File: src/rtl/simd_satadd_pipe_pkg.sv
// simd_satadd_pipe_pkg: mode-bit layout and saturation constants shared by the SIMD add/sub pipeline.
package simd_satadd_pipe_pkg;
    localparam int MODE_SUB = 0;
    localparam int MODE_UNS = 1;
    localparam int MODE_SAT = 2;
    localparam int MODE_W   = 3;
    function automatic logic [63:0] sat_smax(input int w);
        return (64'd1 << (w - 1)) - 64'd1;
    endfunction
    function automatic logic [63:0] sat_smin(input int w);
        return 64'd1 << (w - 1);
    endfunction
    function automatic logic [63:0] sat_umax(input int w);
        return (64'd1 << w) - 64'd1;
    endfunction
endpackage

File: src/rtl/simd_lane_addsub.sv
// simd_lane_addsub: one lane's raw add/sub (stage-1 half) and overflow/saturation select (stage-2 half).
module simd_lane_addsub
    import simd_satadd_pipe_pkg::*;
#(
    parameter int LANE_W = 4
) (
    input  logic [LANE_W-1:0] i_a,
    input  logic [LANE_W-1:0] i_b,
    input  logic              i_sub,
    output logic [LANE_W:0]   o_raw,
    input  logic [LANE_W:0]   i_raw,
    input  logic              i_a_msb,
    input  logic              i_b_msb,
    input  logic [MODE_W-1:0] i_mode,
    output logic [LANE_W-1:0] o_sum,
    output logic              o_ovf
);
    localparam logic [LANE_W-1:0] SMAX = LANE_W'(sat_smax(LANE_W));
    localparam logic [LANE_W-1:0] SMIN = LANE_W'(sat_smin(LANE_W));
    localparam logic [LANE_W-1:0] UMAX = LANE_W'(sat_umax(LANE_W));
    logic w_sovf;
    logic w_uovf;
    logic [LANE_W-1:0] w_sat_val;
    assign o_raw = {1'b0, i_a} + {1'b0, i_sub ? ~i_b : i_b} + (LANE_W+1)'(i_sub);
    // B enters inverted on subtract, so the operand-sign test flips.
    assign w_sovf = (i_mode[MODE_SUB] ? i_a_msb != i_b_msb : i_a_msb == i_b_msb)
                    && i_raw[LANE_W-1] != i_a_msb;
    assign w_uovf = i_raw[LANE_W] ^ i_mode[MODE_SUB];
    assign o_ovf = i_mode[MODE_UNS] ? w_uovf : w_sovf;
    assign w_sat_val = i_mode[MODE_UNS] ? (i_mode[MODE_SUB] ? '0 : UMAX)
                                        : (i_a_msb ? SMIN : SMAX);
    assign o_sum = (o_ovf && i_mode[MODE_SAT]) ? w_sat_val : i_raw[LANE_W-1:0];
endmodule

File: src/rtl/simd_satadd_pipe.sv
// simd_satadd_pipe: two-stage valid/ready SIMD add/sub with per-lane saturation and sticky flags.
module simd_satadd_pipe
    import simd_satadd_pipe_pkg::*;
#(
    parameter int LANE_W = 4,
    parameter int LANES  = 4,
    localparam int DW    = LANES * LANE_W
) (
    input  logic             clk,
    input  logic             rst_n,
    input  logic             in_valid,
    output logic             in_ready,
    input  logic [DW-1:0]    A,
    input  logic [DW-1:0]    B,
    input  logic             sub,
    input  logic             uns,
    input  logic             sat_en,
    output logic             out_valid,
    input  logic             out_ready,
    output logic [DW-1:0]    Sum,
    output logic [LANES-1:0] sat_lane,
    output logic [LANES-1:0] sticky_sat,
    input  logic             clr_sticky
);
    localparam int RW = LANE_W + 1;
    logic w_s1_load;
    logic w_s2_load;
    logic r_s1_valid;
    logic r_s2_valid;
    logic [LANES*RW-1:0] w_raw;
    logic [LANES*RW-1:0] r_s1_raw;
    logic [LANES-1:0] r_s1_a_msb;
    logic [LANES-1:0] r_s1_b_msb;
    logic [LANES-1:0] w_ovf;
    logic [LANES-1:0] r_sat;
    logic [LANES-1:0] r_sticky;
    logic [MODE_W-1:0] w_mode;
    logic [MODE_W-1:0] r_s1_mode;
    logic [DW-1:0] w_sum;
    logic [DW-1:0] r_sum;
    assign w_mode[MODE_SUB] = sub;
    assign w_mode[MODE_UNS] = uns;
    assign w_mode[MODE_SAT] = sat_en;
    assign w_s2_load = !r_s2_valid || out_ready;
    assign w_s1_load = !r_s1_valid || w_s2_load;
    assign in_ready  = w_s1_load;
    for (genvar i = 0; i < LANES; i++) begin : g_lane
        simd_lane_addsub #(.LANE_W(LANE_W)) u_lane (
            .i_a     (A[i*LANE_W +: LANE_W]),
            .i_b     (B[i*LANE_W +: LANE_W]),
            .i_sub   (sub),
            .o_raw   (w_raw[i*RW +: RW]),
            .i_raw   (r_s1_raw[i*RW +: RW]),
            .i_a_msb (r_s1_a_msb[i]),
            .i_b_msb (r_s1_b_msb[i]),
            .i_mode  (r_s1_mode),
            .o_sum   (w_sum[i*LANE_W +: LANE_W]),
            .o_ovf   (w_ovf[i])
        );
    end
    always_ff @(posedge clk or negedge rst_n) begin
        if (!rst_n) begin
            r_s1_valid <= 1'b0;
            r_s1_raw   <= '0;
            r_s1_a_msb <= '0;
            r_s1_b_msb <= '0;
            r_s1_mode  <= '0;
        end else if (w_s1_load) begin
            r_s1_valid <= in_valid;
            r_s1_raw   <= w_raw;
            r_s1_mode  <= w_mode;
            for (int l = 0; l < LANES; l++) begin
                r_s1_a_msb[l] <= A[l*LANE_W + LANE_W - 1];
                r_s1_b_msb[l] <= B[l*LANE_W + LANE_W - 1];
            end
        end
    end
    // Sticky clear takes effect before the same-cycle handshake ORs in new flags.
    always_ff @(posedge clk or negedge rst_n) begin
        if (!rst_n) begin
            r_s2_valid <= 1'b0;
            r_sum      <= '0;
            r_sat      <= '0;
            r_sticky   <= '0;
        end else begin
            if (w_s2_load) begin
                r_s2_valid <= r_s1_valid;
                if (r_s1_valid) begin
                    r_sum <= w_sum;
                    r_sat <= w_ovf;
                end
            end
            r_sticky <= (clr_sticky ? '0 : r_sticky) | ((r_s2_valid && out_ready) ? r_sat : '0);
        end
    end
    assign out_valid  = r_s2_valid;
    assign Sum        = r_sum;
    assign sat_lane   = r_sat;
    assign sticky_sat = r_sticky;
endmodule

File: config.mk
export PLATFORM = sky130hd
export DESIGN_NAME = simd_satadd_pipe
export DESIGN_NICKNAME = d
export VERILOG_FILES = /design/src/rtl/simd_satadd_pipe_pkg.sv /design/src/rtl/simd_lane_addsub.sv /design/src/rtl/simd_satadd_pipe.sv
export SDC_FILE = /design/constraint.sdc
export NUM_CORES = 1
export LEC_CHECK = 0
export CAP_MARGIN = 20
export CORE_MARGIN = 2
export CORE_UTILIZATION = 40
export CTS_CLUSTER_DIAMETER = 40
export DETAILED_ROUTE_END_ITERATION = 10
export GPL_TIMING_DRIVEN = 0
export SLEW_MARGIN = 0
export SYNTH_ARGS = -nofsm -noshare
export SYNTH_HDL_FRONTEND = slang
export SYNTH_HIERARCHICAL = 1
export SYNTH_SLANG_ARGS = --single-unit
File: constraint.sdc
create_clock -name clk -period 1.9 [get_ports clk]
set_clock_uncertainty 0.15 [all_clocks]
set_input_delay 0.285 -clock clk [delete_from_list [all_inputs] [get_ports clk]]
set_output_delay 0.285 -clock clk [all_outputs]
set_load 0.005 [all_outputs]
Word-level counts from Yosys, hierarchy flattened:

Cells that the tools add are included.

* bits in registers: 57
* output and inout bits: 26

* add/subtract/negate cells: 8
* eq/ne operators: 12
* mux-type cells: 27
* bitwise gates (word level): 9
* reductions and logical operators: 14

Operator list (count)
* 2-to-1 mux 4 bit: 19
* adder 4 x 4 -> 5 bit: 4
* adder 5 x 1 -> 5 bit: 4
* inverter 4 bit: 4
* logical AND 1 bit: 9
* 2-to-1 mux 1 bit: 8
* != test 1 bit: 8
* equality test 1 bit: 4
* OR 4 bit: 1
* XOR 1 bit: 4
* logical NOT 1 bit: 2
* logical OR 1 bit: 2
* AND reduction 2 bit: 1

Longest topological paths before layout:

Gate-level depths: netlist of the first run.

* depth in word-level cells: 6
* gate-level depth with buffers: 6
* depth with buffers taken out: 6

Modules after synthesis:

Netlist of the first run, hierarchy kept.

Modules (own cells, without submodules)
* simd_satadd_pipe: instances 1, cells each 130, area an instance 2259.7 µm²
* simd_lane_addsub: instances 4, cells each 39, area an instance 351.6 µm²

Least setup slack after synthesis of the first run:

Ideal clock, no wire load.

* path kind: input port to flip-flop
* start point: input B[4]
* end point: register r_s1_raw[9]
* setup time: 125 ps
* arrival time: 1564 ps
* required time: 1625 ps
* slack: 60 ps
* stages on the path: 5
* path buffers: 0
* path through: mux2_2 > fa_1 > a21o_1 > a21o_1 > mux2_4

* cells in the longest elaborated chain, start to end: 4

RTL lines
* start: declaration: RTL line simd_satadd_pipe.sv:14 `input logic [DW-1:0] B,`
* inverter 4 bit: RTL line simd_lane_addsub.sv:24 `assign o_raw = {1'b0, i_a} + {1'b0, i_sub ? ~i_b : i_b} + (LANE_W+1)'(i_sub);`
* 2-to-1 mux 4 bit *: RTL line simd_lane_addsub.sv:24
* adder 4 x 4 -> 5 bit *: RTL line simd_lane_addsub.sv:24
* adder 5 x 1 -> 5 bit *: RTL line simd_lane_addsub.sv:24
* via w_raw[9]: RTL line simd_satadd_pipe.sv:30 `logic [LANES*RW-1:0] w_raw;`
* end signal: assignment: RTL line simd_satadd_pipe.sv:70 `r_s1_raw <= w_raw;`
* end: declaration: RTL line simd_satadd_pipe.sv:31 `logic [LANES*RW-1:0] r_s1_raw;`

Mark *: on every way through the listed nets, which the timed path passes. The rest lies on a longest branch.
A chain may end at the register's enable or synchronous reset.

Final worst setup path of the first run:

* start point: input A[4]
* end point: register r_s1_raw[9]

* cells in the longest elaborated chain, start to end: 2

RTL lines
* start: declaration: RTL line simd_satadd_pipe.sv:13 `input logic [DW-1:0] A,`
* adder 4 x 4 -> 5 bit: RTL line simd_lane_addsub.sv:24
* adder 5 x 1 -> 5 bit: RTL line simd_lane_addsub.sv:24
* via w_raw[9]: RTL line simd_satadd_pipe.sv:30

The timed path passes the listed nets, and every way through them passes these cells.

==> results of run 1 <==
worst min path at each step:
stage,start,to,slack [ns],depth (start not counted)
after floorplan,rst_n,Sum[0]$_DFFE_PN0P_,-0.16,0
after global placement,Sum[1]$_DFFE_PN0P_,Sum[1]$_DFFE_PN0P_,0.34,1
after detailed placement,rst_n,r_s1_raw[11]$_DFFE_PN0P_,0.15,2
after CTS,out_ready,sticky_sat[0]$_DFF_PN0_,0.28,3
after global routing,A[8],r_s1_raw[10]$_DFFE_PN0P_,0.27,3
final,A[8],r_s1_raw[10]$_DFFE_PN0P_,0.24,3
report_power, final:
group	internal, W	switching (W)	total (W)
registers	0.00157	0.000299	0.00187
logic	0.00119	0.000628	0.00182
clock network	0.000539	0.000472	0.00101
cell families after synthesis:
kind of cell | count (synthesis) | share of synthesized area (%)
AOI/OAI and AO/OA | 60 | 11.5
muxes | 59 | 21.3
DFF | 57 | 38.9
and+or+nand+nor | 45 | 9.22
xor gates and xnor gates | 32 | 9.69
buffers and inverters | 17 | 3.17
adders and majority gates | 16 | 6.28
per-stage QoR:
step | instances | utilization [%] | area (um^2) | TNS (ns) | worst slack (ns)
floorplan | 286 | - | 3670 | 0 | 0.0605
global placement | 459 | 50.6 | 4450 | -95.94 | -1.37
detailed placement | 461 | 51.0 | 4490 | -19.17 | -1.22
CTS | 482 | 53.7 | 4730 | 0 | 0.0171
global route | 486 | 54.8 | 4820 | -0.0384 | -0.0384
finish | 486 | 54.8 | 4820 | 0 | 0.0373
Yosys cell counts (all sizes together) (8+ instances only):
library cell / count / area, um^2
dfrtp: 57 / 1430
mux2: 55 / 724
o211ai: 24 / 180
xor2: 24 / 285
a21o: 12 / 90.1
ha: 12 / 150
buf: 9 / 86.3
a21oi: 8 / 55.1
and4bb: 8 / 100
inv: 8 / 30.0
nand3: 8 / 40.0
o21ai: 8 / 40.0
xnor2: 8 / 70.1
metal layers:
layer  track usage, %  wire length [um]  vias up
met4             8.11               137        0
met2             25.4              3620       43
li1                 -                 -     1229
met5                0                 0        -
met1             20.8              3420     1227
met3             3.09               265       12
cell type report:
cell class / instances / area share (%)
Antenna cell: 1 / 0.0519
Buffer: 9 / 2.05
Tap cell: 108 / 2.80
Clock buffer: 13 / 3.29
Multi-Input combinational cell: 212 / 45.7
Inverter: 8 / 0.622
Sequential cell: 57 / 29.7
Timing Repair Buffer: 75 / 15.5
Clock inverter: 3 / 0.311
cells in the final DEF, fill, tap and decap left out, types with 5 or more instances in the layout:
cell	instances
clkdlybuf4s50_1	54
dfrtp_1	53
mux2_4	32
o211ai_1	24
mux2_2	23
xor2_1	16
a21o_1	12
ha_1	12
clkbuf_8	11
buf_4	11
inv_1	8
nand3_1	8
xnor2_1	8
nand2b_1	7
dlygate4sd2_1	6
buf_6	5
nand2_1	5
and4bb_2	5
registers in the layout, summed over array words and instances, names as in the netlist:
signal	flops
Sum	16
out_valid	1
r_s1_a_msb	4
r_s1_b_msb	4
r_s1_mode	3
r_s1_raw	20
r_s1_valid	1
sat_lane	4
sticky_sat	4
worst max-delay path: cells and delay by family:
family	cells	cell delay, ns
adders and majority gates	1	0.35
muxes	2	0.54
AOI/OAI and AO/OA	2	0.33
buffers and inverters	1	0.43
timing repair:
action | 4_1_cts | 5_1_grt
endpoints found under the hold margin | 57 | 0
pin swaps | 1 | 10
hold buffers | 1 | 0
setup buffers | 4 | 3
setup endpoints to repair | 33 | 22
resized for setup | 25 | 15
==> results.sh, run 1 <==
export IMPL_timing_rr_end="Sum[6]$_DFFE_PN0P_"
export IMPL_holdWs_ns=0.242
export IMPL_final_max_slew_violation_count=0
export IMPL_maxCapViolations=0
export IMPL_min_period_ns=1.86
export IMPL_ir_drop_v=0.000349
export IMPL_cellLeakagePower_nw=2.14
export IMPL_nets=428
export IMPL_worst_ep_required_time_ns=1.97
export IMPL_htreeDepth=3
export IMPL_startpoint="A[4]"
export IMPL_dieArea_mm2=0.00995
export IMPL_syn_cell_area_mm2=0.00367
export IMPL_via_count=2511
export IMPL_rows=34
export IMPL_wirelength_mm=7.44
export IMPL_cp_slowest_stage_delay_ns=0.43
export IMPL_power_density_mw_per_mm2=973
export IMPL_coreArea_mm2=0.00881
export IMPL_synth_seq_cells=57
export IMPL_synth_edf_count=0
export IMPL_arrival_ns=1.94
export IMPL_viasPerCell=5.17
export IMPL_numPortBuffers=65
export IMPL_ys_seq_area_share_pct=38.9
export IMPL_crit_slowest_cell="clkdlybuf4s50_1"
export IMPL_tritoncts="yes"
export IMPL_grt_pass1_vias=2657
export IMPL_max_slew_margin_pct=76.2
export IMPL_crit_chain="clkdlybuf4s50_1 -> mux2_4 -> fa_2 -> a21o_1 -> a21o_1 -> mux2_4"
export IMPL_r2r_start="r_s1_mode[1]$_DFFE_PN0P_"
export IMPL_cp_end_kind="register"
export IMPL_endpoint="r_s1_raw[9]$_DFFE_PN0P_"
export IMPL_grt_pass1_wl_mm=12.4
export IMPL_grt_overflow=0
export IMPL_syn_nets=342
export IMPL_startpoint_type="primary input"
export IMPL_detail_route_antenna_nets=0
export IMPL_synth_flop_cell="dfrtp_1"
export IMPL_syn_avg_cell_area_um2=12.8
export IMPL_grt_max_degree=30
export IMPL_routedWlPerCell_um=15.3
export IMPL_io_pins=66
export IMPL_cts_inserted_buffers=9
export IMPL_rsz0062_at_grt="yes"
export IMPL_grt_usage_pct=16.0
export IMPL_fin_crit_sh_pct=98.0
export IMPL_hold_path_class="primary input to register"
export IMPL_cts_root_buf="clkbuf_8"
export IMPL_fmax_mhz=537
export IMPL_routabilityCongestion=0.776
export IMPL_cp_max_fo=2
export IMPL_ys_warn_count=6
export IMPL_start_util_pct=41.6
export IMPL_multi_input_area_mm2=0.00220
export IMPL_reg2regPathDepth=5
export IMPL_route_detailed_drc=0
export IMPL_clk_pin_slew_ns=0.07
export IMPL_r2r_setup_slack_ns=0.08
export IMPL_die_x_um=99.7
export IMPL_area_growth_pct=31.6
export IMPL_dp_final_hpwl_mm=5.41
export IMPL_yosys_cell_types_count=30
export IMPL_fp_dieH_um=99.7
export IMPL_antenna_found_initial=1
export IMPL_firstDrtPassIters=4
export IMPL_fillCellCount=756
export IMPL_setup_violations=0
export IMPL_async_reset_ff_share_pct=100
export IMPL_drive_gt1_share_pct=31.6
export IMPL_status="finished clean"
export IMPL_worst_pin_slew_ns=0.357
export IMPL_cts_buffer_depth=2
export IMPL_numClockSinks=57
export IMPL_seq_area_mm2=0.00143
export IMPL_fin_total_pwr_w=0.00470
export IMPL_drtIter0Drc=49
export IMPL_netlist_instances=286
export IMPL_worstSkewPairLatency_ns=0.33
export IMPL_path_class="primary input to register"
export IMPL_hold_viol=0
Power figures use the tool's default switching activity.
==> run 2, diff against run 1 <==
--- a/config.mk
+++ b/config.mk
@@ -5,13 +5,13 @@
 export SDC_FILE = /design/constraint.sdc
 export NUM_CORES = 1
 export LEC_CHECK = 0
-export CAP_MARGIN = 20
+export CAP_MARGIN = 25
 export CORE_MARGIN = 2
 export CORE_UTILIZATION = 40
 export CTS_CLUSTER_DIAMETER = 40
 export DETAILED_ROUTE_END_ITERATION = 10
 export GPL_TIMING_DRIVEN = 0
-export SLEW_MARGIN = 0
+export SLEW_MARGIN = 10
 export SYNTH_ARGS = -nofsm -noshare
 export SYNTH_HDL_FRONTEND = slang
 export SYNTH_HIERARCHICAL = 1
==> results.sh, run 2 (synthesized netlist as in run 1, its figures left out) <==
export IMPL_status="finished clean"
export IMPL_grt_overflow=0
export IMPL_route_detailed_drc=0
export IMPL_p_int_w=0.00330
export IMPL_firstDrtPassIters=4
export IMPL_worstSkewPairLatency_ns=0.33
export IMPL_p_comb_share_pct=38.4
export IMPL_holdWs_ns=0.247
export IMPL_antenna_found_initial=0
export IMPL_hold_path_class="primary input to register"
export IMPL_maxCapViolations=0
export IMPL_clk_pin_slew_ns=0.06
export IMPL_ir_drop_v=0.000339
export IMPL_worst_pin_slew_ns=0.727
export IMPL_cellLeakagePower_nw=2.11
export IMPL_fp_dieH_um=99.7
export IMPL_via_count=2502
export IMPL_cts_root_buf="clkbuf_8"
export IMPL_r2r_setup_slack_ns=0.09
export IMPL_dieArea_mm2=0.00995
export IMPL_final_cell_mix="clkdlybuf4s50_1 (54), dfrtp_1 (53), mux2_4 (32)"
export IMPL_dp_final_hpwl_mm=5.34
export IMPL_arrival_ns=1.94
export IMPL_seq_area_mm2=0.00143
export IMPL_cp_max_fo=2
export IMPL_largest_register="r_s1_raw"
export IMPL_coreArea_mm2=0.00881
export IMPL_fin_crit_sh_pct=98.3
export IMPL_fillCellCount=780
export IMPL_grt_pass1_wl_mm=12.4
export IMPL_start_util_pct=41.6
export IMPL_fin_setup_tns_ns=0
export IMPL_r2r_start="r_s1_mode[1]$_DFFE_PN0P_"
export IMPL_routabilityCongestion=0.776
export IMPL_startpoint_type="primary input"
export IMPL_wirelength_mm=7.46
export IMPL_path_class="primary input to register"
export IMPL_largest_reg_flops=20
export IMPL_routedWlPerCell_um=15.6
export IMPL_fmax_mhz=535
export IMPL_nets=425
export IMPL_io_pins=66
export IMPL_p_sw_w=0.00136
export IMPL_rows=34
export IMPL_layout_commonest_cell="clkdlybuf4s50_1"
export IMPL_cts_inserted_buffers=9
export IMPL_multi_input_area_mm2=0.00220
export IMPL_cp_end_kind="register"
export IMPL_p_sw_share_pct=29.1
export IMPL_hold_viol=0
export IMPL_grt_max_degree=58
export IMPL_numClockSinks=57
export IMPL_htreeDepth=3
export IMPL_numPortBuffers=65
export IMPL_cts_buffer_depth=2
export IMPL_viasPerCell=5.22
export IMPL_final_max_slew_violation_count=0
export IMPL_tritoncts="yes"
export IMPL_drive_gt1_share_pct=31.0
export IMPL_max_slew_margin_pct=51.5
export IMPL_detail_route_antenna_nets=0
export IMPL_worst_ep_required_time_ns=1.97
export IMPL_min_period_ns=1.87
export IMPL_startpoint="A[4]"
export IMPL_area_growth_pct=29.9
export IMPL_hp_start="A[8]"
export IMPL_power_density_mw_per_mm2=979
export IMPL_grt_pass1_vias=2600
export IMPL_die_x_um=99.7
export IMPL_antenna_cells=0
export IMPL_grt_usage_pct=16.0
export IMPL_sequentialPowerShare_pct=40.2
export IMPL_drtIter0Drc=76
export IMPL_pwr_share_clk_pct=21.4
export IMPL_setup_violations=0
## run 2: changes by cell type in the layout (fill, tap and decap cells not counted), sizes merged
cell	previous run	this run
buf	20	16
clkinv	3	0
clkbuf	13	14
diode	1	0
dlygate4sd2	6	5
dlymetal6s2s	3	4
## run 2: stage by stage
step           setup slack, ns  cell area [um^2]  util [%]  instances  total power [W]
6_report                0.0323              4760      54.1        479          0.00466
5_1_grt               -0.00483              4760      54.1        479          0.00498
4_1_cts                0.00455              4680      53.2        477          0.00471
3_5_place_dp             -1.22              4450      50.5        459          0.00366
3_3_place_gp             -1.37              4450      50.6        459          0.00361
2_1_floorplan           0.0605              3670         -        286          0.00286
## run 2: layer usage
metal	vias up	wire length [um]	track usage [%]
met3	8	229	3.51
li1	1212	-	-
met4	0	109	5.69
met1	1241	3480	20.9
met5	-	0	0
met2	41	3640	26.1
## run 2: timing repair
action	in CTS	in global routing
buffers inserted	4	2
pin swaps	0	3
resized for setup	23	16
endpoints found under the setup margin	33	25
hold endpoints to repair	57	0
hold buffers	1	0
## run 2: worst paths after layout
path / depth (start not counted) / to
max in group asynchronous: 2 / r_s1_mode[1]$_DFFE_PN0P_
worst max register to register: 5 / Sum[7]$_DFFE_PN0P_
worst min-delay path: 3 / r_s1_raw[10]$_DFFE_PN0P_
min in group asynchronous: 2 / r_s1_raw[9]$_DFFE_PN0P_
worst min register to register: 1 / Sum[1]$_DFFE_PN0P_
worst max-delay path: 6 / r_s1_raw[9]$_DFFE_PN0P_
## run 2: worst max-delay path, cell delays in order
cell and delay [ns]:
clkdlybuf4s50_1 0.43, mux2_4 0.29, fa_2 0.35, a21o_1 0.16, a21o_1 0.17, mux2_4 0.25
## run 2: power by group through the flow
stage / sequential (W) / combinational (W) / clock [W]
2_1_floorplan: 0.00183 / 0.00103 / 0
3_3_place_gp: 0.00190 / 0.00172 / 0
3_5_place_dp: 0.00190 / 0.00176 / 0
4_1_cts: 0.00188 / 0.00179 / 0.00104
5_1_grt: 0.00193 / 0.00196 / 0.00109
6_report: 0.00187 / 0.00179 / 0.000998
## run 2: layout make-up
type / instances / share of cell area [%]
Buffer: 9 / 2.00
Clock buffer: 13 / 3.55
Inverter: 8 / 0.630
Multi-Input combinational cell: 212 / 46.1
Sequential cell: 57 / 30.1
Tap cell: 108 / 2.84
Timing Repair Buffer: 72 / 14.8
